===== src/rtl/adder10_carry_seq.sv =====
// Word-serial adder: adds two multi-word operands one W-bit word per cycle,
// least-significant word first, chaining the carry between words.
module adder10_carry_seq #(
  parameter int W    = 10,
  parameter int CNTW = 8
) (
  input  logic            clk,
  input  logic            rst,
  input  logic            in_valid,
  output logic            in_ready,
  input  logic [W-1:0]    in_a,
  input  logic [W-1:0]    in_b,
  input  logic            in_cin,
  input  logic            in_first,
  input  logic            in_last,
  output logic            out_valid,
  input  logic            out_ready,
  output logic [W-1:0]    out_sum,
  output logic            out_last,
  output logic            out_cout,
  output logic            busy,
  output logic [CNTW-1:0] word_cnt,
  output logic            proto_err
);

  typedef enum logic {IDLE, RUN} state_t;

  state_t            state_p0;
  logic              carry_p0;
  logic [CNTW-1:0]   cnt_p0;
  logic              err_p0;
  logic              vld_p1;
  logic [W-1:0]      sum_p1;
  logic              last_p1;
  logic              cout_p1;

  logic              accept;
  logic              eff_first;
  logic              err_now;
  logic              cy;
  logic [W:0]        add_p0;

  function automatic logic [W:0] add_word(input logic [W-1:0] a,
                                          input logic [W-1:0] b,
                                          input logic         ci);
    return {1'b0, a} + {1'b0, b} + {{W{1'b0}}, ci};
  endfunction

  function automatic logic [CNTW-1:0] sat_inc(input logic [CNTW-1:0] c);
    return (c == {CNTW{1'b1}}) ? c : c + 1'b1;
  endfunction

  assign in_ready = ~vld_p1 | out_ready;

  // A non-first word arriving while idle is treated as the start of an operation.
  always_comb begin
    accept    = in_valid & in_ready;
    eff_first = in_first | (state_p0 == IDLE);
    err_now   = (in_first & (state_p0 == RUN)) | (~in_first & (state_p0 == IDLE));
    cy        = eff_first ? in_cin : carry_p0;
    add_p0    = add_word(in_a, in_b, cy);
  end

  // p0 -> p1: register sum word, carry chain, operation state
  always_ff @(posedge clk) begin
    if (rst) begin
      state_p0 <= IDLE;
      carry_p0 <= 1'b0;
      cnt_p0   <= '0;
      err_p0   <= 1'b0;
      vld_p1   <= 1'b0;
      sum_p1   <= '0;
      last_p1  <= 1'b0;
      cout_p1  <= 1'b0;
    end else if (accept) begin
      vld_p1   <= 1'b1;
      sum_p1   <= add_p0[W-1:0];
      last_p1  <= in_last;
      cout_p1  <= add_p0[W] & in_last;
      carry_p0 <= add_p0[W];
      cnt_p0   <= eff_first ? {{(CNTW-1){1'b0}}, 1'b1} : sat_inc(cnt_p0);
      state_p0 <= in_last ? IDLE : RUN;
      if (err_now)
        err_p0 <= 1'b1;
    end else if (vld_p1 && out_ready) begin
      vld_p1 <= 1'b0;
    end
  end

  assign out_valid = vld_p1;
  assign out_sum   = sum_p1;
  assign out_last  = last_p1;
  assign out_cout  = cout_p1;
  assign busy      = (state_p0 == RUN);
  assign word_cnt  = cnt_p0;
  assign proto_err = err_p0;

endmodule


===== config.mk =====
export PLATFORM = sky130hd
export DESIGN_NAME = adder10_carry_seq
export DESIGN_NICKNAME = d
export VERILOG_FILES = /design/src/rtl/adder10_carry_seq.sv
export SDC_FILE = /design/constraint.sdc
export NUM_CORES = 1
export LEC_CHECK = 0
export ABC_AREA = 1
export BUFFER_PORTS_ARGS = -buffer_cell sky130_fd_sc_hd__buf_2
export CAP_MARGIN = 20
export CORE_ASPECT_RATIO = 1.2
export CORE_MARGIN = 2
export CORE_UTILIZATION = 48
export CTS_BUF_LIST = sky130_fd_sc_hd__clkbuf_4 sky130_fd_sc_hd__clkbuf_8
export DETAILED_ROUTE_END_ITERATION = 6
export PLACE_DENSITY = 0.87
export REMOVE_ABC_BUFFERS = 1
export SYNTH_ARGS = -nofsm -noshare
export SYNTH_HDL_FRONTEND = slang
export SYNTH_SLANG_ARGS = --single-unit

===== constraint.sdc =====
create_clock -name clk -period 2.3 [get_ports clk]
set_input_delay 0.23 -clock clk [delete_from_list [all_inputs] [get_ports clk]]
set_output_delay 0.23 -clock clk [all_outputs]
set_load 0.02 [all_outputs]

Yosys cells after proc, flatten, opt, wreduce, memory -nomap -nowiden
Cells that the tools add are included.
- add/subtract/negate cells: 3
- eq/ne operators: 2
- mux-type cells: 6
- bitwise logic cells: 10
- reduce and logical (&&, ||, !) cells: 4
- operators by type and width (operator ; number):
    $mux 8 ; 2
    $add 10x10->11 ; 1
    $add 11x1->11 ; 1
    $add 8x1->8 const B ; 1
    $eq 8x8->1 const B ; 1
    $and 1x1->1 ; 4
    $mux 1 ; 4
    $reduce_and 2->1 ; 2
    $not 1->1 ; 3
    $or 1x1->1 ; 3
    $ne 2x2->1 const B ; 1
    $reduce_bool 2->1 ; 1
    $logic_and 1x1->1 ; 1
- flip-flop bits (word level): 24
- input bits: 27
- output and inout port bits: 24
- logic and storage cells: 33

Depth between registers and ports, before layout
Gate-level depths: netlist (run 1).
- word-level depth: 5
- mapped depth: 14
- mapped depth without buffers: 14

Worst setup path before layout (run 1)
No wires, ideal clock.
- path kind: register to register
- from: reg state_p0 (netlist: busy)
- to: reg sum_p1[8] (netlist: out_sum[8])
- setup time: 0.115 ns
- data arrival time: 2.278 ns
- required time: 2.185 ns
- path slack: -0.094 ns
- stages on the path, launching flop included: 13
- period minus slack after synthesis: 2.394 ns
- path through: dfxtp_1 > ha_1 > o21ai_0 > fa_1 > fa_1 > inv_1 > nand3_1 > nand3_1 > nand2_1 > nand3_1 > nand2_1 > o21ai_0 > inv_1
- longest elaborated chain between the ends: 4
- ends and longest elaborated chain (what ; line ; RTL):
    start: declaration ; 28 ; state_t state_p0;
    start signal: assignment ; 82 ; state_p0 <= in_last ? IDLE : RUN;
    $not 1->1 ; 58 ; eff_first = in_first | (state_p0 == IDLE);
    $or 1x1->1 ; 58 ;
    $mux 1 ; 60 ; cy = eff_first ? in_cin : carry_p0;
    $add 11x1->11 ; 46 ; return {1'b0, a} + {1'b0, b} + {{W{1'b0}}, ci};
    end signal: assignment ; 77 ; sum_p1 <= add_p0[W-1:0];
    end: declaration ; 33 ; logic [W-1:0] sum_p1;
Every way passes these cells.
A chain may end at the register's enable or synchronous reset.

Worst setup path in the final report (run 1)
- from: reg state_p0 (netlist: busy)
- to: reg sum_p1[4] (netlist: out_sum[4])
Same word-level chain as after synthesis.

==> results of run 1 <==
synthesized netlist by cell type (all sizes together):
cell,count,share of area
o21a,1,0.0046
fa,2,0.025
clkbuf,1,0.0023
buf,4,0.020
dfxtp,24,0.30
nand2,59,0.15
ha,11,0.085
o21bai,1,0.0046
o21ai,10,0.031
a211oi,1,0.0077
nor2,34,0.086
a21o,2,0.0092
nor3,2,0.0062
xor2,4,0.022
nand4,8,0.031
a31oi,1,0.0039
nand3,20,0.065
a21oi,17,0.052
inv,40,0.094
through the flow:
step	setup WS [ps]	util	total power, mW	setup TNS, ps
final	182	0.607	1.05	0
after global routing	14.0	0.607	1.11	0
after CTS	48.8	0.601	1.05	0
after detailed placement	-52.0	0.581	0.762	-86.4
after global placement	15.8	0.581	0.755	0
after floorplan	-98.2	-	0.665	-129
worst min-delay path: stages:
cell and delay (ps):
sky130_fd_sc_hd__buf_2 100, sky130_fd_sc_hd__nand2_1 70, sky130_fd_sc_hd__a21oi_1 60
final timing paths:
path / start / end / slack, ps / cells past startpoint
max: busy$_SDFFE_PP0P_ / out_sum[4]$_SDFFE_PP0P_ / 180 / 12
min: in_last / out_last$_SDFFE_PP0P_ / 240 / 3
max reg2reg: busy$_SDFFE_PP0P_ / out_sum[4]$_SDFFE_PP0P_ / 180 / 12
min reg2reg: proto_err$_SDFFE_PP0P_ / proto_err$_SDFFE_PP0P_ / 450 / 2
metal layers:
layer	up-vias	wire length, µm	GRT usage	part of all wire
li1	874	-	-	-
met1	724	1460	0.192	0.39
met2	50	2020	0.401	0.54
met3	8	165	0.0326	0.044
met4	0	70	0.0669	0.019
met5	-	0	0	0
cells in the final DEF, fill, tap and decap left out, drive strengths merged:
cell type / count
o21ai: 10
ha: 11
a21oi: 17
nand2: 59
nand3: 20
fa: 2
a31oi: 1
a211oi: 1
xor2: 4
nor3: 2
inv: 40
dfxtp: 24
a21o: 2
nor2: 34
nand4: 8
o21a: 1
o21bai: 1
clkbuf: 4
buf: 54
flip-flops by register name, summed over array words and instances, names as in the netlist:
register	cells
busy	1
carry_p0	1
out_cout	1
out_last	1
out_sum	10
out_valid	1
proto_err	1
word_cnt	8
report_power, final:
part	internal [mW]	leakage [nW]	switching [mW]
registers	0.443	0.198	0.0153
clock network	0.153	0.0288	0.136
logic	0.119	0.867	0.187
area by class of cell:
type / count / share of cell area
Sequential cell: 24 / 0.242
Clock buffer: 4 / 0.0276
Timing Repair Buffer: 54 / 0.141
Tap cell: 37 / 0.0232
Multi-Input combinational cell: 173 / 0.490
Inverter: 40 / 0.0766
kinds of logic after synthesis:
group / count (synthesis) / share of synthesized area
AO/OA/AOI/OAI: 33 / 0.113
XOR/XNOR: 4 / 0.0216
adder cells (fa/ha/maj): 13 / 0.109
buffers and inverters: 45 / 0.116
flip-flops: 24 / 0.296
AND/OR/NAND/NOR: 123 / 0.343
timing repair:
| action | in CTS | in global routing |
|---|---|---|
| pin swaps | 1 | 2 |
| buffers inserted | 1 | 0 |
| setup endpoints to repair | 3 | 3 |
| gates resized for setup | 3 | 6 |
==> impl_metrics.prom, run 1 <==
# TYPE chip_impl_metric gauge
chip_impl_metric{name="drc_errors",unit=""} 0
chip_impl_metric{name="timing.critical_path.slowest_cell_delay",unit="ps"} 390
chip_impl_metric{name="warning_count_from_the_yosys_run",unit=""} 0
chip_impl_metric{name="worst_skew_pair.late_latency",unit="ps"} 260
chip_impl_metric{name="grt_pass1_vias",unit=""} 1546
chip_impl_metric{name="layoutNonFillerInstCount",unit=""} 332
chip_impl_metric{name="postRouteAntennaNets",unit=""} 0
chip_impl_info{name="cpMostUsedCell",value="sky130_fd_sc_hd__fa_2"} 1
chip_impl_metric{name="place_inst",unit=""} 327
chip_impl_metric{name="grt_overflow",unit=""} 0
chip_impl_info{name="cts_root_cell",value="sky130_fd_sc_hd__clkbuf_8"} 1
chip_impl_metric{name="finClkSkew",unit="ps"} 1.88
chip_impl_info{name="hold_class",value="in2reg"} 1
chip_impl_metric{name="max_freq",unit="GHz"} 0.472
chip_impl_metric{name="place.port_buffers",unit=""} 50
chip_impl_metric{name="detail_route.first_pass.iterations",unit=""} 4
chip_impl_info{name="worstSetupEndpointType",value="flop"} 1
chip_impl_metric{name="vias",unit=""} 1656
chip_impl_metric{name="final_layout_size_suffix_gt1_frac",unit=""} 0.251
chip_impl_metric{name="dp.final_hpwl",unit="mm"} 2.95
chip_impl_metric{name="ios",unit=""} 51
chip_impl_metric{name="setup-violations-final",unit=""} 0
chip_impl_metric{name="fp.dieArea",unit="µm²"} 3860
chip_impl_metric{name="std_cell_rows",unit=""} 23
chip_impl_info{name="critical-path-slowest-cell",value="sky130_fd_sc_hd__fa_2"} 1
chip_impl_metric{name="post_synth.cell_area_avg",unit="µm²"} 6.71
chip_impl_info{name="cts_tree",value="built"} 1
chip_impl_metric{name="cp.buffers_inverters",unit=""} 3
chip_impl_metric{name="clock_transition_at_the_registers_of_the_reported_paths",unit="ps"} 90
chip_impl_metric{name="grt_max_degree",unit=""} 32
chip_impl_metric{name="areaGrowthSynthToFinish",unit="%"} 22.7
chip_impl_metric{name="cts-hold-fix-buffers",unit=""} 0
chip_impl_metric{name="maxCapViolCount",unit=""} 0
chip_impl_metric{name="grtUsageTotal",unit=""} 0.194
chip_impl_metric{name="cts_made_buffers",unit=""} 3
chip_impl_metric{name="final_critical_delay_including_setup_and_external_delays",unit="ps"} 2120
chip_impl_metric{name="ys_seq_area_frac",unit=""} 0.296
chip_impl_metric{name="worst_ir_drop_vdd",unit="V"} 0.000307
chip_impl_metric{name="cp_data_arrival_time",unit="ps"} 2280
chip_impl_metric{name="final_design_area_no_fill",unit="µm²"} 1990
chip_impl_metric{name="clock_sink_count",unit=""} 24
chip_impl_metric{name="wl_per_cell",unit="µm"} 11.2
chip_impl_metric{name="standard_cell_area_after_detailed_placement",unit="µm²"} 1910
chip_impl_metric{name="cts.htree.levels",unit=""} 1
chip_impl_metric{name="floorplan.die.width",unit="µm"} 57.1
chip_impl_metric{name="globalplace.congestion",unit=""} 0.877
chip_impl_metric{name="postSynthCellCount",unit=""} 242
chip_impl_metric{name="synth_cell_type_count",unit=""} 25
chip_impl_metric{name="start_util",unit=""} 0.495
chip_impl_metric{name="grt_antenna_before_repair",unit=""} 0
chip_impl_metric{name="nets_finish",unit=""} 336
chip_impl_metric{name="slew_headroom",unit=""} 0.780
chip_impl_metric{name="global_route_wire_length_before_repair",unit="mm"} 6.01
chip_impl_metric{name="fillCellCount",unit=""} 308
chip_impl_metric{name="pwr_density_cell",unit="nW/µm²"} 529
chip_impl_metric{name="initialDrtViolationCount",unit=""} 77
chip_impl_info{name="outcome",value="finished clean"} 1
chip_impl_metric{name="placeableCoreArea",unit="µm²"} 3280
chip_impl_metric{name="max-clock-path-buffers",unit=""} 2
chip_impl_metric{name="dieHeight",unit="µm"} 67.7
chip_impl_metric{name="max_slew.worst_pin.slew",unit="ps"} 331
chip_impl_info{name="crit_path_start_kind",value="flop"} 1
chip_impl_metric{name="multi_input_comb_area",unit="µm²"} 976
chip_impl_metric{name="hold_slack",unit="ps"} 243
chip_impl_metric{name="syn-cell-area",unit="µm²"} 1620
chip_impl_metric{name="total_leakage_power",unit="nW"} 1.09
chip_impl_metric{name="route.final.wire_length",unit="mm"} 3.71
chip_impl_metric{name="worst-endpoint-required",unit="ps"} 2460
chip_impl_metric{name="antenna-diode-count",unit=""} 0
chip_impl_metric{name="finalCritPeriodShare",unit=""} 0.921
chip_impl_metric{name="critical_path.max_fanout",unit=""} 3
chip_impl_metric{name="final_report_max_slew_violation_count",unit=""} 0
chip_impl_metric{name="register_bit_count_reported_by_yosys",unit=""} 24
chip_impl_metric{name="vias_per_cell",unit=""} 4.99
chip_impl_info{name="worst_path_dominant_cell_family",value="adder cells"} 1
chip_impl_metric{name="area.sequential",unit="µm²"} 482
chip_impl_info{name="crit_path_kind",value="reg2reg"} 1
chip_impl_info{name="crit_chain",value="ha_4 -> nand2_1 -> o21ai_1 -> fa_2 -> fa_2 -> inv_2 -> nand3_1 -> nand3_2 -> buf_4 -> xor2_1 -> o21ai_0 -> inv_1"} 1
chip_impl_info{name="rsz0062_at_grt",value="false"} 1
chip_impl_metric{name="timing_hold_violations_final",unit=""} 0
(Power assumes the default switching activity.)
==> run 2, diff against run 1 <==
--- a/config.mk
+++ b/config.mk
@@ -8,8 +8,6 @@
 export ABC_AREA = 1
 export BUFFER_PORTS_ARGS = -buffer_cell sky130_fd_sc_hd__buf_2
 export CAP_MARGIN = 20
-export CORE_ASPECT_RATIO = 1.2
-export CORE_MARGIN = 2
 export CORE_UTILIZATION = 48
 export CTS_BUF_LIST = sky130_fd_sc_hd__clkbuf_4 sky130_fd_sc_hd__clkbuf_8
 export DETAILED_ROUTE_END_ITERATION = 6
==> impl_metrics.prom, run 2 (synthesized netlist as in run 1, its figures left out) <==
# TYPE chip_impl_metric gauge
chip_impl_metric{name="dp.final_hpwl",unit="mm"} 2.69
chip_impl_metric{name="nets_finish",unit=""} 336
chip_impl_metric{name="max_slew.worst_pin.slew",unit="ps"} 344
chip_impl_info{name="cts_tree",value="built"} 1
chip_impl_metric{name="globalplace.congestion",unit=""} 0.921
chip_impl_info{name="rsz0062_at_grt",value="false"} 1
chip_impl_metric{name="route.final.wire_length",unit="mm"} 3.42
chip_impl_metric{name="post_cts.repair.setup_buffers",unit=""} 0
chip_impl_info{name="timing.rr.start",value="busy$_SDFFE_PP0P_"} 1
chip_impl_metric{name="max_freq",unit="GHz"} 0.473
chip_impl_metric{name="worst_skew_pair.late_latency",unit="ps"} 330
chip_impl_metric{name="finClkSkew",unit="ps"} 23.1
chip_impl_metric{name="detail_route.first_pass.iterations",unit=""} 4
chip_impl_metric{name="power_switching",unit="mW"} 0.328
chip_impl_info{name="cts_root_cell",value="sky130_fd_sc_hd__clkbuf_4"} 1
chip_impl_metric{name="grt_max_degree",unit=""} 32
chip_impl_metric{name="total_leakage_power",unit="nW"} 1.09
chip_impl_metric{name="worst-endpoint-required",unit="ps"} 2520
chip_impl_metric{name="seq_power_share",unit=""} 0.431
chip_impl_metric{name="clock_transition_at_the_registers_of_the_reported_paths",unit="ps"} 120
chip_impl_metric{name="worst_ir_drop_vdd",unit="V"} 0.000454
chip_impl_metric{name="intPower",unit="mW"} 0.735
chip_impl_info{name="crit_path_kind",value="reg2reg"} 1
chip_impl_metric{name="initialDrtViolationCount",unit=""} 72
chip_impl_metric{name="vias",unit=""} 1644
chip_impl_metric{name="drc_errors",unit=""} 0
chip_impl_info{name="final_cell_mix",value="sky130_fd_sc_hd__nand2_1, sky130_fd_sc_hd__buf_2, sky130_fd_sc_hd__inv_1"} 1
chip_impl_metric{name="dieHeight",unit="µm"} 60.1
chip_impl_metric{name="cts-hold-fix-buffers",unit=""} 0
chip_impl_info{name="worstSetupEndpointType",value="flop"} 1
chip_impl_metric{name="grt_antenna_before_repair",unit=""} 0
chip_impl_metric{name="vias_per_cell",unit=""} 4.85
chip_impl_metric{name="final_critical_delay_including_setup_and_external_delays",unit="ps"} 2120
chip_impl_info{name="crit_path_start_kind",value="flop"} 1
chip_impl_info{name="hold_class",value="in2reg"} 1
chip_impl_metric{name="setup-violations-final",unit=""} 0
chip_impl_metric{name="cp_data_arrival_time",unit="ps"} 2330
chip_impl_metric{name="fp.dieArea",unit="µm²"} 3620
chip_impl_metric{name="final_report_max_slew_violation_count",unit=""} 0
chip_impl_metric{name="postRouteAntennaNets",unit=""} 0
chip_impl_metric{name="global_route_wire_length_before_repair",unit="mm"} 5.46
chip_impl_metric{name="grt_pass1_vias",unit=""} 1372
chip_impl_info{name="most_common_cell_after_layout_fill_and_taps_aside",value="sky130_fd_sc_hd__nand2_1"} 1
chip_impl_metric{name="share_clk_of_total_power",unit=""} 0.288
chip_impl_metric{name="hold_slack",unit="ps"} 190
chip_impl_metric{name="standard_cell_area_after_detailed_placement",unit="µm²"} 1920
chip_impl_metric{name="wl_per_cell",unit="µm"} 10.1
chip_impl_metric{name="max-clock-path-buffers",unit=""} 2
chip_impl_metric{name="final_layout_size_suffix_gt1_frac",unit=""} 0.247
chip_impl_metric{name="maxCapViolCount",unit=""} 0
chip_impl_metric{name="power_frac_comb",unit=""} 0.281
chip_impl_metric{name="areaGrowthSynthToFinish",unit="%"} 22.5
chip_impl_metric{name="clock_sink_count",unit=""} 24
chip_impl_metric{name="timing_hold_violations_final",unit=""} 0
chip_impl_info{name="outcome",value="finished clean"} 1
chip_impl_info{name="worst_setup_path_startpoint",value="busy$_SDFFE_PP0P_"} 1
chip_impl_metric{name="cts_made_buffers",unit=""} 3
chip_impl_metric{name="finalCritPeriodShare",unit=""} 0.920
chip_impl_metric{name="ios",unit=""} 51
chip_impl_metric{name="placeableCoreArea",unit="µm²"} 3130
chip_impl_metric{name="grt_overflow",unit=""} 0
chip_impl_metric{name="antenna-diode-count",unit=""} 0
chip_impl_metric{name="largest_register_ff_count",unit=""} 10
chip_impl_metric{name="critical_path.max_fanout",unit=""} 4
chip_impl_metric{name="pwr_density_cell",unit="nW/µm²"} 535
chip_impl_metric{name="std_cell_rows",unit=""} 20
chip_impl_metric{name="slew_headroom",unit=""} 0.771
chip_impl_metric{name="grtUsageTotal",unit=""} 0.196
chip_impl_info{name="min_from",value="in_last"} 1
chip_impl_metric{name="place.port_buffers",unit=""} 50
chip_impl_metric{name="floorplan.die.width",unit="µm"} 60.1
chip_impl_metric{name="start_util",unit=""} 0.519
chip_impl_metric{name="cts.htree.levels",unit=""} 1
chip_impl_metric{name="final_design_area_no_fill",unit="µm²"} 1990
chip_impl_metric{name="net_sw_frac",unit=""} 0.309
[run 2: critical path, stage by stage (launching register included)]
cell and delay (ps):
sky130_fd_sc_hd__dfxtp_2 350, sky130_fd_sc_hd__ha_2 180, sky130_fd_sc_hd__nand2_1 60, sky130_fd_sc_hd__o21ai_1 90, sky130_fd_sc_hd__fa_2 380, sky130_fd_sc_hd__fa_2 340
sky130_fd_sc_hd__inv_1 80, sky130_fd_sc_hd__nand3_1 80, sky130_fd_sc_hd__nand3_2 90, sky130_fd_sc_hd__nand2_1 70, sky130_fd_sc_hd__nand3_1 80, sky130_fd_sc_hd__nand2_1 50
sky130_fd_sc_hd__o21ai_1 130, sky130_fd_sc_hd__inv_1 40
[run 2: power groups by stage]
stage	clock [mW]	sequential [mW]	combinational, mW
3_3_place_gp	0	0.466	0.289
6_report	0.307	0.458	0.299
2_1_floorplan	0	0.497	0.168
4_1_cts	0.311	0.457	0.296
5_1_grt	0.330	0.461	0.340
3_5_place_dp	0	0.467	0.294
[run 2: final timing paths]
| kind | cells past startpoint | to | slack [ps] |
|---|---|---|---|
| worst max-delay path | 13 | out_sum[8]$_SDFFE_PP0P_ | 180 |
| worst min-delay path | 3 | out_last$_SDFFE_PP0P_ | 190 |
| worst max register to register | 13 | out_sum[8]$_SDFFE_PP0P_ | 180 |
| worst min register to register | 2 | proto_err$_SDFFE_PP0P_ | 460 |
[run 2: routing by layer]
metal	part of all wire	vias to the layer above	global-route usage	wire (µm)
met3	0.049	2	0.0346	169
met2	0.48	43	0.328	1650
met1	0.47	716	0.258	1590
met4	0.0026	0	0.0498	9
li1	-	883	-	-
met5	0	-	0	0
[run 2: area by class of cell]
| type | count | area, µm² |
|---|---|---|
| inverters | 40 | 153 |
| clock buffers | 3 | 22.5 |
| repair buffers | 54 | 280 |
| fillers | 284 | 1140 |
| flip-flops and latches | 24 | 482 |
| clock inverters | 1 | 30.0 |
| well taps | 44 | 55.1 |
| multi-input cells | 173 | 966 |
[run 2: timing repair]
action	in CTS	in global routing
endpoints found under the setup margin	1	3
cloned	0	0
pin swaps	0	1
resized for setup	1	6
[run 2: stage by stage]
| step | setup TNS, ps | util | cells | power (mW) | setup slack [ps] |
|---|---|---|---|---|---|
| final | 0 | 0.636 | 339 | 1.06 | 184 |
| after detailed placement | -50.8 | 0.614 | 335 | 0.761 | -50.8 |
| after global routing | 0 | 0.636 | 339 | 1.13 | 35.9 |
| after CTS | 0 | 0.632 | 339 | 1.06 | 19.8 |
| after global placement | 0 | 0.614 | 335 | 0.755 | 13.5 |
| after floorplan | -129 | - | 237 | 0.665 | -98.2 |
